$ cat config.mk
export PLATFORM = sky130hd
export DESIGN_NAME = alu_control_phased
export DESIGN_NICKNAME = d
export VERILOG_FILES = /design/src/rtl/alu_ctrl_pkg.sv /design/src/rtl/alu_phase_counter.sv /design/src/rtl/alu_control_phased.sv
export SDC_FILE = /design/constraint.sdc
export NUM_CORES = 1
export LEC_CHECK = 0
export ABC_AREA = 1
export BUFFER_PORTS_ARGS = -buffer_cell sky130_fd_sc_hd__buf_2
export CORE_MARGIN = 1.5
export CORE_UTILIZATION = 30
export CTS_CLUSTER_DIAMETER = 200
export CTS_CLUSTER_SIZE = 30
export DETAILED_ROUTE_END_ITERATION = 12
export GPL_ROUTABILITY_DRIVEN = 0
export HOLD_SLACK_MARGIN = 0.02
export REMOVE_ABC_BUFFERS = 1
export SYNTH_ARGS = -nofsm -noshare
export SYNTH_HDL_FRONTEND = slang
export SYNTH_HIERARCHICAL = 1
export SYNTH_SLANG_ARGS = --single-unit
$ cat constraint.sdc
create_clock -name clock -period 1.18 [get_ports clock]
set_input_delay 0.295 -clock clock [delete_from_list [all_inputs] [get_ports clock]]
set_output_delay 0.295 -clock clock [all_outputs]
set_load 0.02 [all_outputs]
$ cat src/rtl/alu_ctrl_pkg.sv
// Shared encodings for the phased ALU control decoder: aluOp classes, ALU
// operation codes, funct7 patterns and the base funct3 -> operation mapping.
package alu_ctrl_pkg;

   typedef enum logic [1:0] {
      ALUOP_MEM = 2'b00,
      ALUOP_BR  = 2'b01,
      ALUOP_R   = 2'b10,
      ALUOP_I   = 2'b11
   } aluop_e;

   localparam logic [3:0] ALU_AND  = 4'b0000;
   localparam logic [3:0] ALU_OR   = 4'b0001;
   localparam logic [3:0] ALU_ADD  = 4'b0010;
   localparam logic [3:0] ALU_XOR  = 4'b0011;
   localparam logic [3:0] ALU_SLL  = 4'b0100;
   localparam logic [3:0] ALU_SRL  = 4'b0101;
   localparam logic [3:0] ALU_SUB  = 4'b0110;
   localparam logic [3:0] ALU_SRA  = 4'b0111;
   localparam logic [3:0] ALU_SLT  = 4'b1000;
   localparam logic [3:0] ALU_SLTU = 4'b1001;
   localparam logic [3:0] ALU_MUL  = 4'b1010;
   localparam logic [3:0] ALU_MULH = 4'b1011;
   localparam logic [3:0] ALU_DIV  = 4'b1100;
   localparam logic [3:0] ALU_REM  = 4'b1101;

   localparam logic [6:0] F7_BASE = 7'b0000000;
   localparam logic [6:0] F7_ALT  = 7'b0100000;
   localparam logic [6:0] F7_MEXT = 7'b0000001;

   typedef struct packed {
      logic [3:0] code;
      logic       illegal;
   } decode_t;

   // Operation selected by funct3 alone (funct7 = base pattern).
   function automatic logic [3:0] base_op(input logic [2:0] f3);
      logic [3:0] op;
      op = ALU_ADD;
      case (f3)
         3'b000:  op = ALU_ADD;
         3'b001:  op = ALU_SLL;
         3'b010:  op = ALU_SLT;
         3'b011:  op = ALU_SLTU;
         3'b100:  op = ALU_XOR;
         3'b101:  op = ALU_SRL;
         3'b110:  op = ALU_OR;
         default: op = ALU_AND;
      endcase
      return op;
   endfunction

endpackage

$ cat src/rtl/alu_phase_counter.sv
// Instruction-step phase counter: counts 0..PHASES-1 and wraps, frozen by stall,
// with strobes marking the capture, decode and last phases.
module alu_phase_counter
   import alu_ctrl_pkg::*;
#(
   parameter int PHASES       = 10,
   parameter int DECODE_PHASE = 4
) (
   input  logic                      clock,
   input  logic                      reset,
   input  logic                      stall,
   output logic [$clog2(PHASES)-1:0] phase,
   output logic                      is_capture,
   output logic                      is_decode,
   output logic                      is_last
);

   localparam int PW = $clog2(PHASES);

   assign is_capture = (phase == PW'(DECODE_PHASE - 1));
   assign is_decode  = (phase == PW'(DECODE_PHASE));
   assign is_last    = (phase == PW'(PHASES - 1));

   // NOTE: state registers use non-blocking assignments so every flop samples pre-edge values.
   always_ff @(posedge clock) begin
      if (reset)
         phase <= '0;
      else if (!stall)
         phase <= is_last ? '0 : phase + PW'(1);
   end

endmodule

$ cat src/rtl/alu_control_phased.sv
// Phased ALU control decoder: captures aluOp/funct3/funct7 one phase before decode
// and registers the ALU code. Optional M-extension decode under ALU_CTRL_MEXT_EN.
module alu_control_phased
   import alu_ctrl_pkg::*;
#(
   parameter int PHASES       = 10,
   parameter int DECODE_PHASE = 4,
   parameter int CTRL_W       = 4
) (
   input  logic                      clock,
   input  logic                      reset,
   input  logic                      stall,
   input  logic [1:0]                aluOp,
   input  logic [2:0]                funct3,
   input  logic [6:0]                funct7,
   output logic [CTRL_W-1:0]         alu_ctrl,
   output logic                      ctrl_valid,
   output logic                      illegal,
   output logic [$clog2(PHASES)-1:0] phase
);

   logic       is_capture;
   logic       is_decode;
   logic       is_last;
   logic [1:0] cap_op;
   logic [2:0] cap_f3;
   logic [6:0] cap_f7;
   decode_t    dec;

   alu_phase_counter #(
      .PHASES       (PHASES),
      .DECODE_PHASE (DECODE_PHASE)
   ) u_phase (
      .clock      (clock),
      .reset      (reset),
      .stall      (stall),
      .phase      (phase),
      .is_capture (is_capture),
      .is_decode  (is_decode),
      .is_last    (is_last)
   );

   function automatic decode_t decode(input logic [1:0] op, input logic [2:0] f3,
                                      input logic [6:0] f7);
      decode_t d;
      d.code    = ALU_ADD;
      d.illegal = 1'b0;
      case (op)
         ALUOP_MEM: d.code = ALU_ADD;
         ALUOP_BR:  d.code = ALU_SUB;
         ALUOP_I: begin
            d.code = base_op(f3);
            if (f3 == 3'b001 && f7 != F7_BASE)
               d.illegal = 1'b1;
            else if (f3 == 3'b101 && f7 == F7_ALT)
               d.code = ALU_SRA;
            else if (f3 == 3'b101 && f7 != F7_BASE)
               d.illegal = 1'b1;
         end
         default: begin
            if (f7 == F7_BASE)
               d.code = base_op(f3);
            else if (f7 == F7_ALT && f3 == 3'b000)
               d.code = ALU_SUB;
            else if (f7 == F7_ALT && f3 == 3'b101)
               d.code = ALU_SRA;
`ifdef ALU_CTRL_MEXT_EN
            else if (f7 == F7_MEXT) begin
               case (f3)
                  3'b000:  d.code = ALU_MUL;
                  3'b001:  d.code = ALU_MULH;
                  3'b100:  d.code = ALU_DIV;
                  3'b110:  d.code = ALU_REM;
                  default: d.illegal = 1'b1;
               endcase
            end
`endif
            else
               d.illegal = 1'b1;
         end
      endcase
      // Unsupported encodings fall back to ADD so the datapath stays benign.
      if (d.illegal)
         d.code = ALU_ADD;
      return d;
   endfunction

   // NOTE: decode reads only the captured fields, never the live inputs.
   assign dec = decode(cap_op, cap_f3, cap_f7);

   always_ff @(posedge clock) begin
      if (reset) begin
         cap_op     <= '0;
         cap_f3     <= '0;
         cap_f7     <= '0;
         alu_ctrl   <= '0;
         ctrl_valid <= 1'b0;
         illegal    <= 1'b0;
      end else if (!stall) begin
         if (is_capture) begin
            cap_op <= aluOp;
            cap_f3 <= funct3;
            cap_f7 <= funct7;
         end
         if (is_decode) begin
            alu_ctrl   <= CTRL_W'(dec.code);
            illegal    <= dec.illegal;
            ctrl_valid <= 1'b1;
         end else if (is_last) begin
            ctrl_valid <= 1'b0;
         end
      end
   end

endmodule

# == Word-level counts from Yosys, hierarchy flattened ==
# Index checks and enable logic that the tools add are counted.
# word_totals
input_bits,15
wordCells,52
out_inout_bits,10
reg_bits,22
# classes
n_mux,18
reduce_logical,13
n_addsub,1
n_eq_ne,12
bitwise,1
# ops
operator,n
4-bit case mux with 7 select lines,1
4-bit two-way mux,5
4-bit case mux with 3 select lines,1
3-bit == test (second input constant),3
1-bit two-way mux,8
7-bit by 6-bit == test with 1-bit output (second input constant),1
7-bit zero test,1
7-bit nonzero test,1
3-bit by 2-bit == test with 1-bit output (second input constant),2
3-bit two-way mux,2
2-bit AND reduction,3
4-bit by 1-bit adder with 4-bit output (second input constant),1
4-bit by 2-bit == test with 1-bit output (second input constant),1
4-bit by 3-bit == test with 1-bit output (second input constant),1
4-bit == test (second input constant),1
1-bit logical AND,4
3-bit by 1-bit == test with 1-bit output (second input constant),1
3-bit zero test,1
2-bit by 1-bit == test with 1-bit output (second input constant),1
2-bit == test (second input constant),1
2-bit zero test,1
1-bit case mux with 2 select lines,1
2-bit nonzero test,1
2-bit OR reduction,1
1-bit inverter,1

# == Depth between registers and ports, before layout ==
# logic_depth
ltp_word,7
ltp_mapped,10

# == Modules after synthesis ==
# The synthesis kept the hierarchy.
# modules_own_cells
module,cells_each,instances,area_each_um2,seq_area_each_um2
alu_control_phased,134,1,912.1,360.3
alu_phase_counter,33,1,206.4,80.1

# == Worst setup path before layout ==
# OpenSTA, ideal clock, no wires.
# synth_timing
path_kind,flip-flop to flip-flop
from,register u_phase.phase[2]
to,register alu_ctrl[2]
setup_ns,0.066
arrival_time_ns,1.403
path_buffers,0
synth_period_minus_slack_ns,1.469
stages_incl_launch_ff,7
path_slack_ns,-0.289
cell_sequence,dfxtp_1 inv_1 nor4_1 nand2_1 a211oi_1 nand3_2 a21oi_2
# synth_between
elab_chain_cells,2
# synth_rtl
element,line_no,text
from (decl),alu_phase_counter.sv:12,"output logic [$clog2(PHASES)-1:0] phase,"
from (signal assigned),alu_phase_counter.sv:29,phase <= is_last ? '0 : phase + PW'(1);
4-bit by 3-bit == test with 1-bit output,alu_phase_counter.sv:21,assign is_decode = (phase == PW'(DECODE_PHASE));
named net is_decode,alu_control_phased.sv:23,logic is_decode;
2-bit AND reduction (no source line),-,
to (signal assigned),alu_control_phased.sv:106,alu_ctrl <= CTRL_W'(dec.code);
to (decl),alu_control_phased.sv:16,"output logic [CTRL_W-1:0] alu_ctrl,"
# The timed path passes the listed nets, and every way through them passes these cells.
# A chain may end at the register's enable or synchronous reset.

# == Worst setup path in the final report ==
# layout_timing
from,register cap_f7[1]
to,register alu_ctrl[1]
# layout_between
elab_chain_cells,7
elab_cells_between_ends,20
classes_between,eq/ne: 1; mux: 13; reduce/logical: 6
# layout_rtl
element,line_no,text
from (decl),alu_control_phased.sv:27,logic [6:0] cap_f7;
from (signal assigned),alu_control_phased.sv:103,cap_f7 <= funct7;
7-bit by 6-bit == test with 1-bit output / 7-bit nonzero test (equally long branches),-,
"1-bit logical AND, on equally long branches","alu_control_phased.sv:55, alu_control_phased.sv:65, alu_control_phased.sv:57",
"1-bit two-way mux, on equally long branches","alu_control_phased.sv:65, alu_control_phased.sv:57",
"1-bit two-way mux, on equally long branches","alu_control_phased.sv:63, alu_control_phased.sv:55",
"1-bit two-way mux, on equally long branches","alu_control_phased.sv:61, alu_control_phased.sv:53",
1-bit case mux with 2 select lines,alu_control_phased.sv:48,case (op)
4-bit two-way mux (*),alu_control_phased.sv:83,if (d.illegal)
# Mark *: on every way between the ends. The rest lies on a longest branch, timed or not.

==> results.md <==
* Status: finished, violations left
* Failing checks: setup timing
* Remaining global-route overflow at 0
* Leak pwr at between 0.8 and 0.9 nW
* Layout Skew at 1.60 ps
* Flops & latches, synth at 22
* Type of the most critical hold path: input port to flip-flop
* Setup TNS at -538 ps
* CP required at 1340 ps
* Crit path kind: flip-flop to flip-flop
* TritonCTS Buffers at 3
* Worst Path Buf+Inv at 0
* Placed cells at 251
* GRT Total Usage at 13.3%
* # diodes at 0
* Psw at 0.000406 W
* Worst EP arrival at ~1400 ps
* Critical Path Sink Type: flip-flop
* Mapped Avg Cell Area at 6.70 sq um
* Critical Path Fanout Max at 4
* DRT Pass-1 Iters at 2
* Internal Power at 0.00117 W
* Fmax at 0.805 GHz
* Share of post-route cells with drive strength above 1 at between 50 and 60%
* Unrepaired setup endpoints after global routing: yes
* Detail Route Antenna Nets at 0
* Post-detailed-route DRC marker count at 0
* I/O Buffers at 24
* Most frequent CP cell: nand2_1
* Initial antenna violation count at 0
* Row cnt at 22
* Top post-synthesis cells by count: nand2_1 (35), dfxtp_1 (22), nor2_1 (19)
* Max_slew headroom at about 73%
* Asr flop ratio synth at 0%
* Post-synth top flop: dfxtp_1
* CTS tree: done
* Core Box Area at around 3600 sq um
* Non-filler instance count after layout at 262
* CTS Root Cell: clkbuf_8
* Measured slew at the worst slew-check pin at 399 ps
* Post-synthesis cell count at ~170
* Family with the most delay on the worst path: simple AND/OR/NAND/NOR gates
* Largest stage delay, worst path at 330 ps
* Clock Sinks at 22
* Fraction of power consumed by the clock network at 35.6%
* Number of global-route vias before repair at 1049
* Fin crit period at 1240 ps
* Post-Route WL at around 3000 um
* Sw frac at 25.8%
* Initial DRC Count at 44
* Synth area leaders: dfxtp_1 (39%), nand2_1 (12%), a21oi_1 (7.2%), o21ai_0 (7.2%), nor2_1 (6.4%)
* Count leader, synth: nand2_1
* Worst vdd ir at 865 uV
* Area delta synth->final at 56.6%
* WL per Instance at approximately 12 um
* Die height at ~64 um
* Largest net degree at the start of global routing at 24
* H-tree Lvls at 1
* Setup WS post-layout at -62.5 ps
* Pre-CTS WS at -123 ps
* Synth Cell Area at between 1000 and 1500 sq um
* Top-area cell type share of the netlist area at between 30 and 40%
* Comb power frac at 15.4%
* Chip width at 64.1 um
* Synth cell types at 21
* Via density at 4.55
* # fillers at 381
* Final hold vios at 0
* Clock Latency Late Sink at 260 ps
* First-pass GRT wire length at ~4300 um
* Power density over the cells at 898 nW/um^2
* Initial cell density of the core at 30.8%
* Fin area at approximately 1800 sq um
* Vias at 1193
* Crit-path slowest cell: dfxtp_2
* Synth warn at 6
* Crit path cell chain: nor2_2 -> nand2_2 -> nor2_2 -> nand2_1 -> nand2_1 -> nand2_2 -> nand2_4 -> nand2_1 -> nor2_1 -> nor2_1
* Clock Path Buffers at 2
* Critical path startpoint category: flip-flop
* Period utilisation layout at 105%
* Fin. max-slew vios at 0
* Reg power frac at 49.0%
* IO Count at 25
* Die footprint at 4100 sq um
* Worst-path clk slew at 80 ps
* DP HPWL at 1820 um
* Final setup vio count at 17
* Cell Area, Placed at 1410 sq um
* EDFF count, synth at 0
* Max capacitance violation total at 0
* Nets at 230
* Sequential share of the synthesized area at 39.4%
* Largest area contributor in the netlist: dfxtp_1
[path summary, 6_finish.rpt]
kind / cells past startpoint / slack (ps) / from / to
worst max-delay path: 10 / -60 / cap_f7[1] / alu_ctrl[1]
worst min-delay path: 3 / 260 / aluOp[0] / cap_op[0]
worst max register to register: 10 / -60 / cap_f7[1] / alu_ctrl[1]
worst min register to register: 2 / 470 / ctrl_valid / ctrl_valid
[worst min-delay path, cell delays in order]
cell and delay, ps:
buf_2 80, o21ai_2 50, nor2_1 60
[per-layer routing]
metal / global-route usage, % / part of all wire, % / vias up
met3: 3.87 / 3.8 / 4
li1: - / - / 627
met5: 0 / 0 / -
met1: 16.5 / 43 / 539
met4: 2.45 / 0.50 / 0
met2: 22.8 / 53 / 23
[state kept, by name, indices dropped and copies added (netlist names)]
register       flops
cap_f7             7
illegal            1
ctrl_valid         1
u_phase/phase      4
alu_ctrl           4
cap_f3             3
cap_op             2
[area by class of cell]
cell class | count | area [sq um] | share of cell area (%)
Timing Repair Buffer | 46 | 365 | 20.9
Inverter | 26 | 100 | 5.71
Multi-Input combinational cell | 116 | 709 | 40.5
Sequential cell | 22 | 462 | 26.4
Clock buffer | 4 | 55.1 | 3.14
Tap cell | 48 | 60.1 | 3.43
[placed cells by master (no fill, tap or decap), types with 2 or more instances in the layout]
cell	instances
a21oi_2	3
inv_1	14
nor2_2	8
nand2_1	29
dfxtp_4	3
nand2_2	10
dfxtp_1	11
nor2_4	4
buf_2	20
nand3_2	4
clkbuf_16	2
inv_2	11
a21oi_1	15
o21ai_2	11
nand3_1	5
dfxtp_2	8
buf_4	17
o21ai_4	2
o21ai_1	2
clkbuf_8	4
nor2_1	14
buf_6	6
o21ai_0	2
[cell families after synthesis]
kind of cell	Yosys count	synth area share (%)
buffers and inverters	29	9.73
flip-flops	22	39.4
AND/OR/NAND/NOR	79	33.1
AO/OA/AOI/OAI	37	17.8
[power groups by stage]
| stage | Combinational (W) | Sequential (W) | Clock (W) |
|---|---|---|---|
| final | 0.000243 | 0.000771 | 0.000559 |
| after global routing | 0.000265 | 0.000774 | 0.000602 |
| after CTS | 0.000192 | 0.000770 | 0.000566 |
| after detailed placement | 0.000169 | 0.000784 | 0 |
| after global placement | 0.000169 | 0.000784 | 0 |
| after floorplan | 0.0000825 | 0.000795 | 0 |
[through the flow]
stage,hold slack (ps),util (%),power [W]
6_report,258,48.2,0.00157
5_1_grt,264,48.2,0.00164
4_1_cts,262,42.2,0.00153
3_5_place_dp,457,38.9,0.000954
3_3_place_gp,446,38.9,0.000953
2_1_floorplan,357,-,0.000878
[what timing repair did]
action	CTS	global route
pin swaps	10	10
setup buffers	2	3
setup endpoints to repair	20	22
hold buffers	0	0
cloned	0	2
resized for setup	32	45
Note: power is estimated with default switching activity, not from simulation.
